### src/rtl/gpr_writeback_pkg.sv
// Shared types for the GPR writeback stage: load funct3 codes, FSM states,
// and the registered commit bundle presented to the GPR write port.
package wb_pkg;

    localparam logic [2:0] F3_LB  = 3'b000;
    localparam logic [2:0] F3_LH  = 3'b001;
    localparam logic [2:0] F3_LW  = 3'b010;
    localparam logic [2:0] F3_LBU = 3'b100;
    localparam logic [2:0] F3_LHU = 3'b101;

    typedef enum logic [1:0] {
        IDLE,
        REQ,
        WAIT,
        WB
    } wb_state_e;

    typedef struct packed {
        logic        regwr;
        logic [4:0]  rw;
        logic [31:0] busw;
        logic        done;
        logic        exc;
    } wb_out_t;

    // Unknown widths and misaligned halfword/word addresses both raise an exception.
    function automatic logic load_illegal(input logic [2:0] f3, input logic [1:0] off);
        logic bad;
        case (f3)
            F3_LB, F3_LBU: bad = 1'b0;
            F3_LH, F3_LHU: bad = off[0];
            F3_LW:         bad = (off != 2'b00);
            default:       bad = 1'b1;
        endcase
        return bad;
    endfunction

    // x0 is never written, and index/data stay zero whenever no write happens.
    function automatic wb_out_t wb_commit(input logic        err,
                                          input logic        wen,
                                          input logic [4:0]  rd,
                                          input logic [31:0] data);
        wb_out_t o;
        o      = '0;
        o.done = !err;
        o.exc  = err;
        if (!err && wen && (rd != 5'd0)) begin
            o.regwr = 1'b1;
            o.rw    = rd;
            o.busw  = data;
        end
        return o;
    endfunction

endpackage

### src/rtl/gpr_writeback_if.sv
// Bundle of the EXU handshake, data-memory read port and GPR write port
// seen by the writeback stage (slave) and its environment (master).
interface gpr_writeback_if;

    logic        in_valid;
    logic        in_ready;
    logic        in_wen;
    logic [4:0]  in_rd;
    logic        in_is_load;
    logic [2:0]  in_funct3;
    logic [31:0] in_addr;
    logic [31:0] in_alu;

    logic        mem_req_valid;
    logic        mem_req_ready;
    logic [31:0] mem_req_addr;
    logic        mem_rsp_valid;
    logic [31:0] mem_rsp_data;

    logic        RegWr;
    logic [4:0]  Rw;
    logic [31:0] busW;
    logic        done;
    logic        exc;

    modport slave (
        input  in_valid, in_wen, in_rd, in_is_load, in_funct3, in_addr, in_alu,
        input  mem_req_ready, mem_rsp_valid, mem_rsp_data,
        output in_ready, mem_req_valid, mem_req_addr,
        output RegWr, Rw, busW, done, exc
    );

    modport master (
        output in_valid, in_wen, in_rd, in_is_load, in_funct3, in_addr, in_alu,
        output mem_req_ready, mem_rsp_valid, mem_rsp_data,
        input  in_ready, mem_req_valid, mem_req_addr,
        input  RegWr, Rw, busW, done, exc
    );

endinterface

### src/rtl/gpr_writeback_load_extend.sv
// Combinational load data aligner: picks the byte/half lane from the read word
// and sign- or zero-extends it according to funct3.
module load_extend
    import wb_pkg::*;
(
    input  logic [31:0] data_i,
    input  logic [1:0]  off_i,
    input  logic [2:0]  funct3_i,
    output logic [31:0] word_o
);

    logic [7:0]  byte_s;
    logic [15:0] half_s;

    always_comb begin
        case (off_i)
            2'd0:    byte_s = data_i[7:0];
            2'd1:    byte_s = data_i[15:8];
            2'd2:    byte_s = data_i[23:16];
            default: byte_s = data_i[31:24];
        endcase
        half_s = off_i[1] ? data_i[31:16] : data_i[15:0];

        case (funct3_i)
            F3_LB:   word_o = {{24{byte_s[7]}}, byte_s};
            F3_LBU:  word_o = {24'd0, byte_s};
            F3_LH:   word_o = {{16{half_s[15]}}, half_s};
            F3_LHU:  word_o = {16'd0, half_s};
            default: word_o = data_i;
        endcase
    end

endmodule

### src/rtl/gpr_writeback.sv
// Writeback stage: accepts one retiring instruction, performs the load read if
// needed, and drives a one-cycle commit or exception onto the GPR write port.
module gpr_writeback
    import wb_pkg::*;
#(
    parameter int unsigned TIMEOUT = 255
) (
    input  logic            WrClk,
    input  logic            rst,
    gpr_writeback_if.slave  bus
);

    localparam logic [7:0] TMO_LAST = (TIMEOUT == 0) ? 8'd0 : 8'(TIMEOUT - 1);

    wb_state_e   state_q;
    logic [7:0]  cnt_q;
    logic        wen_q;
    logic [4:0]  rd_q;
    logic [2:0]  funct3_q;
    logic [31:0] addr_q;
    logic        ready_q;
    logic        req_valid_q;
    wb_out_t     out_q;
    logic [31:0] load_word_d;

    load_extend u_load_extend (
        .data_i   (bus.mem_rsp_data),
        .off_i    (addr_q[1:0]),
        .funct3_i (funct3_q),
        .word_o   (load_word_d)
    );

    always_ff @(posedge WrClk or posedge rst) begin
        if (rst) begin
            state_q     <= IDLE;
            cnt_q       <= '0;
            wen_q       <= 1'b0;
            rd_q        <= '0;
            funct3_q    <= '0;
            addr_q      <= '0;
            ready_q     <= 1'b1;
            req_valid_q <= 1'b0;
            out_q       <= '0;
        end else begin
            // Commit outputs are single-cycle: cleared unless entering WB this edge.
            out_q <= '0;
            case (state_q)
                IDLE: begin
                    if (bus.in_valid) begin
                        wen_q    <= bus.in_wen;
                        rd_q     <= bus.in_rd;
                        funct3_q <= bus.in_funct3;
                        addr_q   <= bus.in_addr;
                        ready_q  <= 1'b0;
                        if (!bus.in_is_load) begin
                            out_q   <= wb_commit(1'b0, bus.in_wen, bus.in_rd, bus.in_alu);
                            state_q <= WB;
                        end else if (load_illegal(bus.in_funct3, bus.in_addr[1:0])) begin
                            out_q   <= wb_commit(1'b1, bus.in_wen, bus.in_rd, '0);
                            state_q <= WB;
                        end else begin
                            req_valid_q <= 1'b1;
                            state_q     <= REQ;
                        end
                    end
                end
                REQ: begin
                    if (bus.mem_req_ready) begin
                        req_valid_q <= 1'b0;
                        cnt_q       <= '0;
                        state_q     <= WAIT;
                    end
                end
                WAIT: begin
                    // A response arriving on the last allowed cycle wins over the watchdog.
                    if (bus.mem_rsp_valid) begin
                        out_q   <= wb_commit(1'b0, wen_q, rd_q, load_word_d);
                        state_q <= WB;
                    end else if ((TIMEOUT != 0) && (cnt_q == TMO_LAST)) begin
                        out_q   <= wb_commit(1'b1, wen_q, rd_q, '0);
                        state_q <= WB;
                    end else begin
                        cnt_q <= cnt_q + 8'd1;
                    end
                end
                WB: begin
                    ready_q <= 1'b1;
                    state_q <= IDLE;
                end
                default: begin
                    ready_q     <= 1'b1;
                    req_valid_q <= 1'b0;
                    state_q     <= IDLE;
                end
            endcase
        end
    end

    assign bus.in_ready      = ready_q;
    assign bus.mem_req_valid = req_valid_q;
    assign bus.mem_req_addr  = {addr_q[31:2], 2'b00};
    assign bus.RegWr         = out_q.regwr;
    assign bus.Rw            = out_q.rw;
    assign bus.busW          = out_q.busw;
    assign bus.done          = out_q.done;
    assign bus.exc           = out_q.exc;

endmodule

### src/flat_wrapper.sv
// flat-port wrapper written by rule: the top's interface ports become plain ports
module gpr_writeback_flat import wb_pkg::*;
#(
    parameter int unsigned TIMEOUT = 255
)
  (WrClk, rst, bus_in_valid, bus_in_wen, bus_in_rd, bus_in_is_load, bus_in_funct3, bus_in_addr, bus_in_alu, bus_mem_req_ready, bus_mem_rsp_valid, bus_mem_rsp_data, bus_in_ready, bus_mem_req_valid, bus_mem_req_addr, bus_RegWr, bus_Rw, bus_busW, bus_done, bus_exc);
  gpr_writeback_if bus_i ();
  input  logic WrClk;
  input  logic rst;
  input wire logic [$bits(bus_i.in_valid)-1:0] bus_in_valid;
  input wire logic [$bits(bus_i.in_wen)-1:0] bus_in_wen;
  input wire logic [$bits(bus_i.in_rd)-1:0] bus_in_rd;
  input wire logic [$bits(bus_i.in_is_load)-1:0] bus_in_is_load;
  input wire logic [$bits(bus_i.in_funct3)-1:0] bus_in_funct3;
  input wire logic [$bits(bus_i.in_addr)-1:0] bus_in_addr;
  input wire logic [$bits(bus_i.in_alu)-1:0] bus_in_alu;
  input wire logic [$bits(bus_i.mem_req_ready)-1:0] bus_mem_req_ready;
  input wire logic [$bits(bus_i.mem_rsp_valid)-1:0] bus_mem_rsp_valid;
  input wire logic [$bits(bus_i.mem_rsp_data)-1:0] bus_mem_rsp_data;
  output wire logic [$bits(bus_i.in_ready)-1:0] bus_in_ready;
  output wire logic [$bits(bus_i.mem_req_valid)-1:0] bus_mem_req_valid;
  output wire logic [$bits(bus_i.mem_req_addr)-1:0] bus_mem_req_addr;
  output wire logic [$bits(bus_i.RegWr)-1:0] bus_RegWr;
  output wire logic [$bits(bus_i.Rw)-1:0] bus_Rw;
  output wire logic [$bits(bus_i.busW)-1:0] bus_busW;
  output wire logic [$bits(bus_i.done)-1:0] bus_done;
  output wire logic [$bits(bus_i.exc)-1:0] bus_exc;
  assign bus_i.in_valid = bus_in_valid;
  assign bus_i.in_wen = bus_in_wen;
  assign bus_i.in_rd = bus_in_rd;
  assign bus_i.in_is_load = bus_in_is_load;
  assign bus_i.in_funct3 = bus_in_funct3;
  assign bus_i.in_addr = bus_in_addr;
  assign bus_i.in_alu = bus_in_alu;
  assign bus_i.mem_req_ready = bus_mem_req_ready;
  assign bus_i.mem_rsp_valid = bus_mem_rsp_valid;
  assign bus_i.mem_rsp_data = bus_mem_rsp_data;
  assign bus_in_ready = bus_i.in_ready;
  assign bus_mem_req_valid = bus_i.mem_req_valid;
  assign bus_mem_req_addr = bus_i.mem_req_addr;
  assign bus_RegWr = bus_i.RegWr;
  assign bus_Rw = bus_i.Rw;
  assign bus_busW = bus_i.busW;
  assign bus_done = bus_i.done;
  assign bus_exc = bus_i.exc;
  gpr_writeback #(.TIMEOUT(TIMEOUT)) u_core (.WrClk(WrClk), .rst(rst), .bus(bus_i));
endmodule
### config.mk
export PLATFORM = sky130hd
export DESIGN_NAME = gpr_writeback_flat
export DESIGN_NICKNAME = d
export VERILOG_FILES = /design/src/rtl/gpr_writeback_pkg.sv /design/src/rtl/gpr_writeback_if.sv /design/src/rtl/gpr_writeback_load_extend.sv /design/src/rtl/gpr_writeback.sv /design/src/flat_wrapper.sv
export SDC_FILE = /design/constraint.sdc
export NUM_CORES = 1
export LEC_CHECK = 0
export CAP_MARGIN = 20
export CORE_MARGIN = 4
export CORE_UTILIZATION = 48
export DETAILED_ROUTE_END_ITERATION = 12
export PLACE_DENSITY_LB_ADDON = 0.05
export SLEW_MARGIN = 30
export SYNTH_ARGS = -nofsm -noshare
export SYNTH_HDL_FRONTEND = slang
export SYNTH_SLANG_ARGS = --single-unit
### constraint.sdc
create_clock -name WrClk -period 5.3 [get_ports WrClk]
set_input_delay 0.53 -clock WrClk [delete_from_list [all_inputs] [get_ports WrClk]]
set_output_delay 0.53 -clock WrClk [all_outputs]
set_load 0.05 [all_outputs]
==> flow_summary.ini, run 1 <==
[status]
outcome = complete, no violations

[grt]
globalRoute.busiestLayer = met2
grt_max_degree = 94
met1_usage_pct = 29.90
grt_pass1_vias = 3653
grtUsageMet2_pct = 34.85
grt.total_usage_pct = 21.82
antenna_found_initial = 0
grt_overflow = 0
met3_usage_pct = 3.959
grt_pass1_wl_um = 19670

[synthesis]
yosysTopAreaCell = dfrtp_1
syn_avg_cell_area_sq_um = 11.57
synth-main-ff-cell = dfrtp_1
synth_commonest_cells = 92 x dfrtp_1, 45 x mux2_2, 33 x buf_4, 28 x o21ai_0, 27 x a22o_1
ys_types = 51
synthTopCellsByArea = dfrtp_1 49%, mux2_2 11%, buf_4 5.2%
synth_top_area_share_pct = 48.64
async_flop_share_pct = 100.0
yosysMostFrequentCell = dfrtp_1
synth_seq_cells = 93
yosysWarnings = 0
synth-edff-count = 0
netlist_instances = 409
seq_area_frac_synth_pct = 49.19
syn_area_sq_um = 4733

[timing]
hold_viol = 0
skew_ps = 13.31
slew_violations = 0
fin_hold_ws_ps = 505.3
setup_ws_ps = 3040
setup_viol_count_final = 0
tightest_slew_ps = 950.5
setup-tns-final_ps = 0
fmax_mhz = 442.4
period_minus_slack_ps = 2260
fin_crit_sh_pct = 42.65
slew-limit-headroom_pct = 36.63
rsz0062_at_grt = no

[die]
die_x_um = 107.3
start_util_pct = 50.27
io_pins = 185
die_area_sq_um = 11510
core.rowCount = 35
core_area_sq_um = 9415
die_h_um = 107.3

[clocking]
htreeDepth = 3
cts_buffer_depth = 2
clock-sinks = 93
clkTransAtPathRegs_ps = 90
hold_buffers = 0
cts_tree = built
cts_root_buf = clkbuf_8
cts_made_buffers = 9
cts_setup_buffers = 0
insertion_delay_ps = 360
cts_resized = 0

[critical_path]
crit_type = reg -> reg
cp_max_fo = 20
cp.required_ps = 5590
endpoint_kind = flip-flop
start_kind = flip-flop
crit_arrival_ps = 2550

[pwr]
powerDensity_nw_per_um2 = 536.5
irDropWorstVdd_uv = 343.5
leakagePower_nw = 2.831

[finish]
nets = 670
final_cells = 687
drive_above_1_share_pct = 13.44
stdcell_area_sq_um = 6600
syn_to_final_growth_pct = 39.44
diodes = 0

[routing]
drt_iter0_drc = 163
post_drt_wl_per_cell_um = 18.32
avgViaCountPerCell = 5.362
first_pass_iters = 4
drc = 0
vias = 3684
ant_nets = 0
wl_um = 12590

[placed_design]
post-dp-hpwl_um = 9332
placed_cells = 670
pre_cts_slack_ps = 2817
placed_cell_area_sq_um = 6371
place.gp.congestion = 0.9026
numPortBuffers = 182

[hold_path]
hp-class = reg -> reg

[job]
cap_violations = 0
[stage by stage]
step / util [%] / power, mW
5_1_grt: 70.10 / 3.729
3_5_place_dp: 67.67 / 3.055
6_report: 70.10 / 3.541
3_3_place_gp: 67.64 / 3.013
4_1_cts: 69.89 / 3.565
2_1_floorplan: - / 2.640
[path summary, 6_finish.rpt]
path                            depth (start not counted)                              end                             from  slack, ps
worst max-delay path                                    4    u_core.bus.busW[24]$_DFF_PP0_     u_core.addr_q[1]$_DFFE_PP0P_       3040
worst min-delay path                                    2  u_core.bus.in_ready$_DFFE_PP1P_  u_core.bus.in_ready$_DFFE_PP1P_        510
worst max register to register                          4    u_core.bus.busW[24]$_DFF_PP0_     u_core.addr_q[1]$_DFFE_PP0P_       3040
worst min register to register                          2  u_core.bus.in_ready$_DFFE_PP1P_  u_core.bus.in_ready$_DFFE_PP1P_        510
max in group asynchronous                               2    u_core.bus.busW[17]$_DFF_PP0_                              rst       4020
min in group asynchronous                               2     u_core.addr_q[9]$_DFFE_PP0P_                              rst        690
[layout make-up]
class                   count  area, sq um
inverters                   9        38.79
clock inverters             5        67.56
repair buffers            183         1837
clock buffers              11        141.4
multi-input cells         257         2026
fillers                   714         2815
flip-flops and latches     93         2328
well taps                 129        161.4
[critical path, stage by stage, from the launching register on]
cell and delay (ps):
dfrtp_1 890, mux2_2 340, o211ai_1 110, a21oi_2 600, a22o_1 250
[metal layers]
layer / share of wire, % / up-vias
met4: 1.4 / 0
met5: 0 / -
li1: - / 1730
met2: 48 / 133
met1: 45 / 1807
met3: 5.7 / 14
[cells by family after synthesis]
| family | count (synthesis) | share of synthesized area [%] |
|---|---|---|
| buf+inv | 60 | 8.406 |
| fa+ha+maj | 6 | 1.586 |
| compound gates | 91 | 14.38 |
| mux | 64 | 14.72 |
| other cells | 1 | 0.07923 |
| simple gates | 94 | 11.63 |
| flops | 93 | 49.19 |
[registers in the layout (all words and copies together), names as in the netlist]
signal and cells:
u_core.funct3_q 3, u_core.rd_q 5, u_core.wen_q 1, u_core.addr_q 32, u_core.bus.in_ready 1, u_core.bus.busW 32, u_core.cnt_q 8, u_core.bus.done 1
u_core.state_q 2, u_core.bus.mem_req_valid 1, u_core.bus.RegWr 1, u_core.bus.Rw 5, u_core.bus.exc 1
[where the power goes]
group	internal (mW)	leakage, nW	total [mW]	switching, mW
Clock	0.238	0.106	0.501	0.263
Sequential	0.952	1.19	1.16	0.211
Combinational	0.758	1.53	1.88	1.12
Total	1.95	2.83	3.54	1.59
[cells in the final DEF, fill, tap and decap left out, drive strengths merged, types with 2 or more instances in the layout]
cell type      count
clkdlybuf4s50    182
dfrtp             92
mux2              45
o21ai             29
a22o              27
mux2i             19
nand2b            19
nand2             17
nor2              11
clkbuf            11
inv               11
nor3               8
a221oi             8
nor2b              7
and2               7
nand3              6
ha                 6
a21oi              6
o211ai             5
a21o               4
nand4              3
a21boi             3
or4                3
or2                2
o31ai              2
a32o               2
or2b               2
conb               2
clkinv             2
nor4b              2
Note: power is estimated with default switching activity, not from simulation.
==> inputs of run 2 (changes only) <==
- CORE_UTILIZATION: 48 -> 44
- clock period: 5.3 -> 2.2 ns (I/O delays scaled with it)
==> run 2 against run 1 <==
Largest power group unchanged. Via count decreased by 1.8%. Critical path depth increased by 2. Non-clock buffer count increased by 6. First-iteration DRC count decreased by 4.9%. Critical endpoint is now u_core.bus.busW[22]$_DFF_PP0_. Sequential power increased by 130%. Utilization decreased by 6.1 points. Clock-buffer cell count increased by 2. Largest cell class unchanged.
==> flow_summary.ini, run 2 (synthesis results as in run 1) <==
[die]
die_area_sq_um = 12480
core.rowCount = 37
start_util_pct = 45.44
core_area_sq_um = 10420
io_pins = 185
die_x_um = 111.7
die_h_um = 111.7

[finish]
drive_above_1_share_pct = 14.01
final_util_pct = 63.95
nets = 676
stdcell_area_sq_um = 6661
syn_to_final_growth_pct = 40.73
final_common_cell = clkdlybuf4s50_1
final_cell_mix = 182 x clkdlybuf4s50_1, 92 x dfrtp_1, 45 x mux2_2
diodes = 0

[grt]
grt_pass1_wl_um = 19690
antenna_found_initial = 0
grt_pass1_vias = 3584
grt.total_usage_pct = 19.90
grt_overflow = 0
grt_max_degree = 44

[clocking]
cts_made_buffers = 9
cts_resized = 0
htreeDepth = 3
cts_tree = built
hold_buffers = 0
cts_buffer_depth = 2
clkTransAtPathRegs_ps = 90
clock-sinks = 93
cts_setup_buffers = 0
cts_root_buf = clkbuf_8
insertion_delay_ps = 360

[timing]
setup_viol_count_final = 0
period_minus_slack_ps = 2005
fmax_mhz = 498.8
fin_hold_ws_ps = 239.8
hold_viol = 0
fin_crit_sh_pct = 91.14
setup_ws_ps = 195.0
slew_violations = 0
rsz0062_at_grt = no
skew_ps = 13.89
slew-limit-headroom_pct = 51.10
setup-tns-final_ps = 0
tightest_slew_ps = 733.4

[critical_path]
crit_arrival_ps = 2290
cp_max_fo = 16
max_stage_delay_ps = 550
timing.critical_path.max_delay_family = compound AO/OA/AOI/OAI gates
start_kind = flip-flop
path_cells = inv_1 > ha_1 > and3_1 > o21ai_4 > a21oi_2 > a22o_1
critical-path-slowest-cell = a21oi_2
reg2reg_to = u_core.bus.busW[22]$_DFF_PP0_
cp.required_ps = 2490
r2r-start = u_core.state_q[0]$_DFFE_PP0P_
regToRegSetupSlack_ps = 200
crit_type = reg -> reg
r2r_cells = 6
critPathBufInv = 1
endpoint_kind = flip-flop

[pwr]
swShare_pct = 44.40
p_int_mw = 4.726
clkPwrFrac_pct = 13.5
sequentialPowerShare_pct = 31.8
leakagePower_nw = 2.852
pwr-share-comb_pct = 54.7
irDropWorstVdd_uv = 707.8
switching_power_mw = 3.774
powerDensity_nw_per_um2 = 1276

[placed_design]
numPortBuffers = 182
place.gp.congestion = 0.8275
placed_cell_area_sq_um = 6469
post-dp-hpwl_um = 9595
pre_cts_slack_ps = 191.9

[routing]
vias = 3617
wl_um = 12410
avgViaCountPerCell = 5.167
drt_iter0_drc = 155
first_pass_iters = 4
drc = 0
post_drt_wl_per_cell_um = 17.73
ant_nets = 0

[job]
cap_violations = 0

[status]
outcome = complete, no violations

[hold_path]
hp-class = in -> async
run 2: cell count changes in the layout (fill, tap and decap cells not counted), moves of 2 or more:
cell and change:
buf_12 +3, buf_4 +4, clkbuf_1 +2, clkinv_4 -2
run 2: final cells by class:
| cell class | instances | area, sq um |
|---|---|---|
| Multi-Input combinational cell | 257 | 2021 |
| Timing Repair Buffer | 189 | 1912 |
| Tap cell | 136 | 170.2 |
| Clock inverter | 3 | 43.79 |
| Inverter | 9 | 37.54 |
| Fill cell | 856 | 3755 |
| Clock buffer | 13 | 148.9 |
| Sequential cell | 93 | 2328 |
run 2: power groups by stage:
| stage | registers (mW) | logic [mW] | clock network (mW) |
|---|---|---|---|
| finish | 2.70 | 4.65 | 1.14 |
| global route | 2.79 | 4.93 | 1.26 |
| CTS | 2.71 | 4.69 | 1.18 |
| floorplan | 3.15 | 3.21 | 0 |
| global placement | 2.71 | 4.61 | 0 |
| detailed placement | 2.74 | 4.67 | 0 |
run 2: worst max-delay path by stage:
stage | from | to | slack (ps) | cells after the start
6_report | u_core.state_q[0]$_DFFE_PP0P_ | u_core.bus.busW[22]$_DFF_PP0_ | 200 | 6
2_1_floorplan | u_core.state_q[0]$_DFFE_PP0P_ | u_core.cnt_q[5]$_DFFE_PP0P_ | 540 | 6
5_1_grt | u_core.state_q[0]$_DFFE_PP0P_ | u_core.bus.busW[22]$_DFF_PP0_ | 60 | 6
3_3_place_gp | bus_mem_rsp_valid | u_core.bus.busW[20]$_DFF_PP0_ | 230 | 5
3_5_place_dp | bus_mem_rsp_valid | u_core.bus.busW[22]$_DFF_PP0_ | 190 | 5
4_1_cts | u_core.state_q[0]$_DFFE_PP0P_ | u_core.bus.busW[22]$_DFF_PP0_ | 180 | 6
run 2: metal layers:
metal  GRT usage (%)  routed length, um
met4           5.272                157
met2           31.33               5867
met1           27.66               5661
met3           4.837                726
met5               0                  0
run 2: per-stage QoR:
| stage | power (mW) | std cells |
|---|---|---|
| after floorplan | 6.360 | 410 |
| after global placement | 7.319 | 684 |
| after detailed placement | 7.416 | 684 |
| after CTS | 8.577 | 700 |
| after global routing | 8.983 | 700 |
| final | 8.500 | 700 |
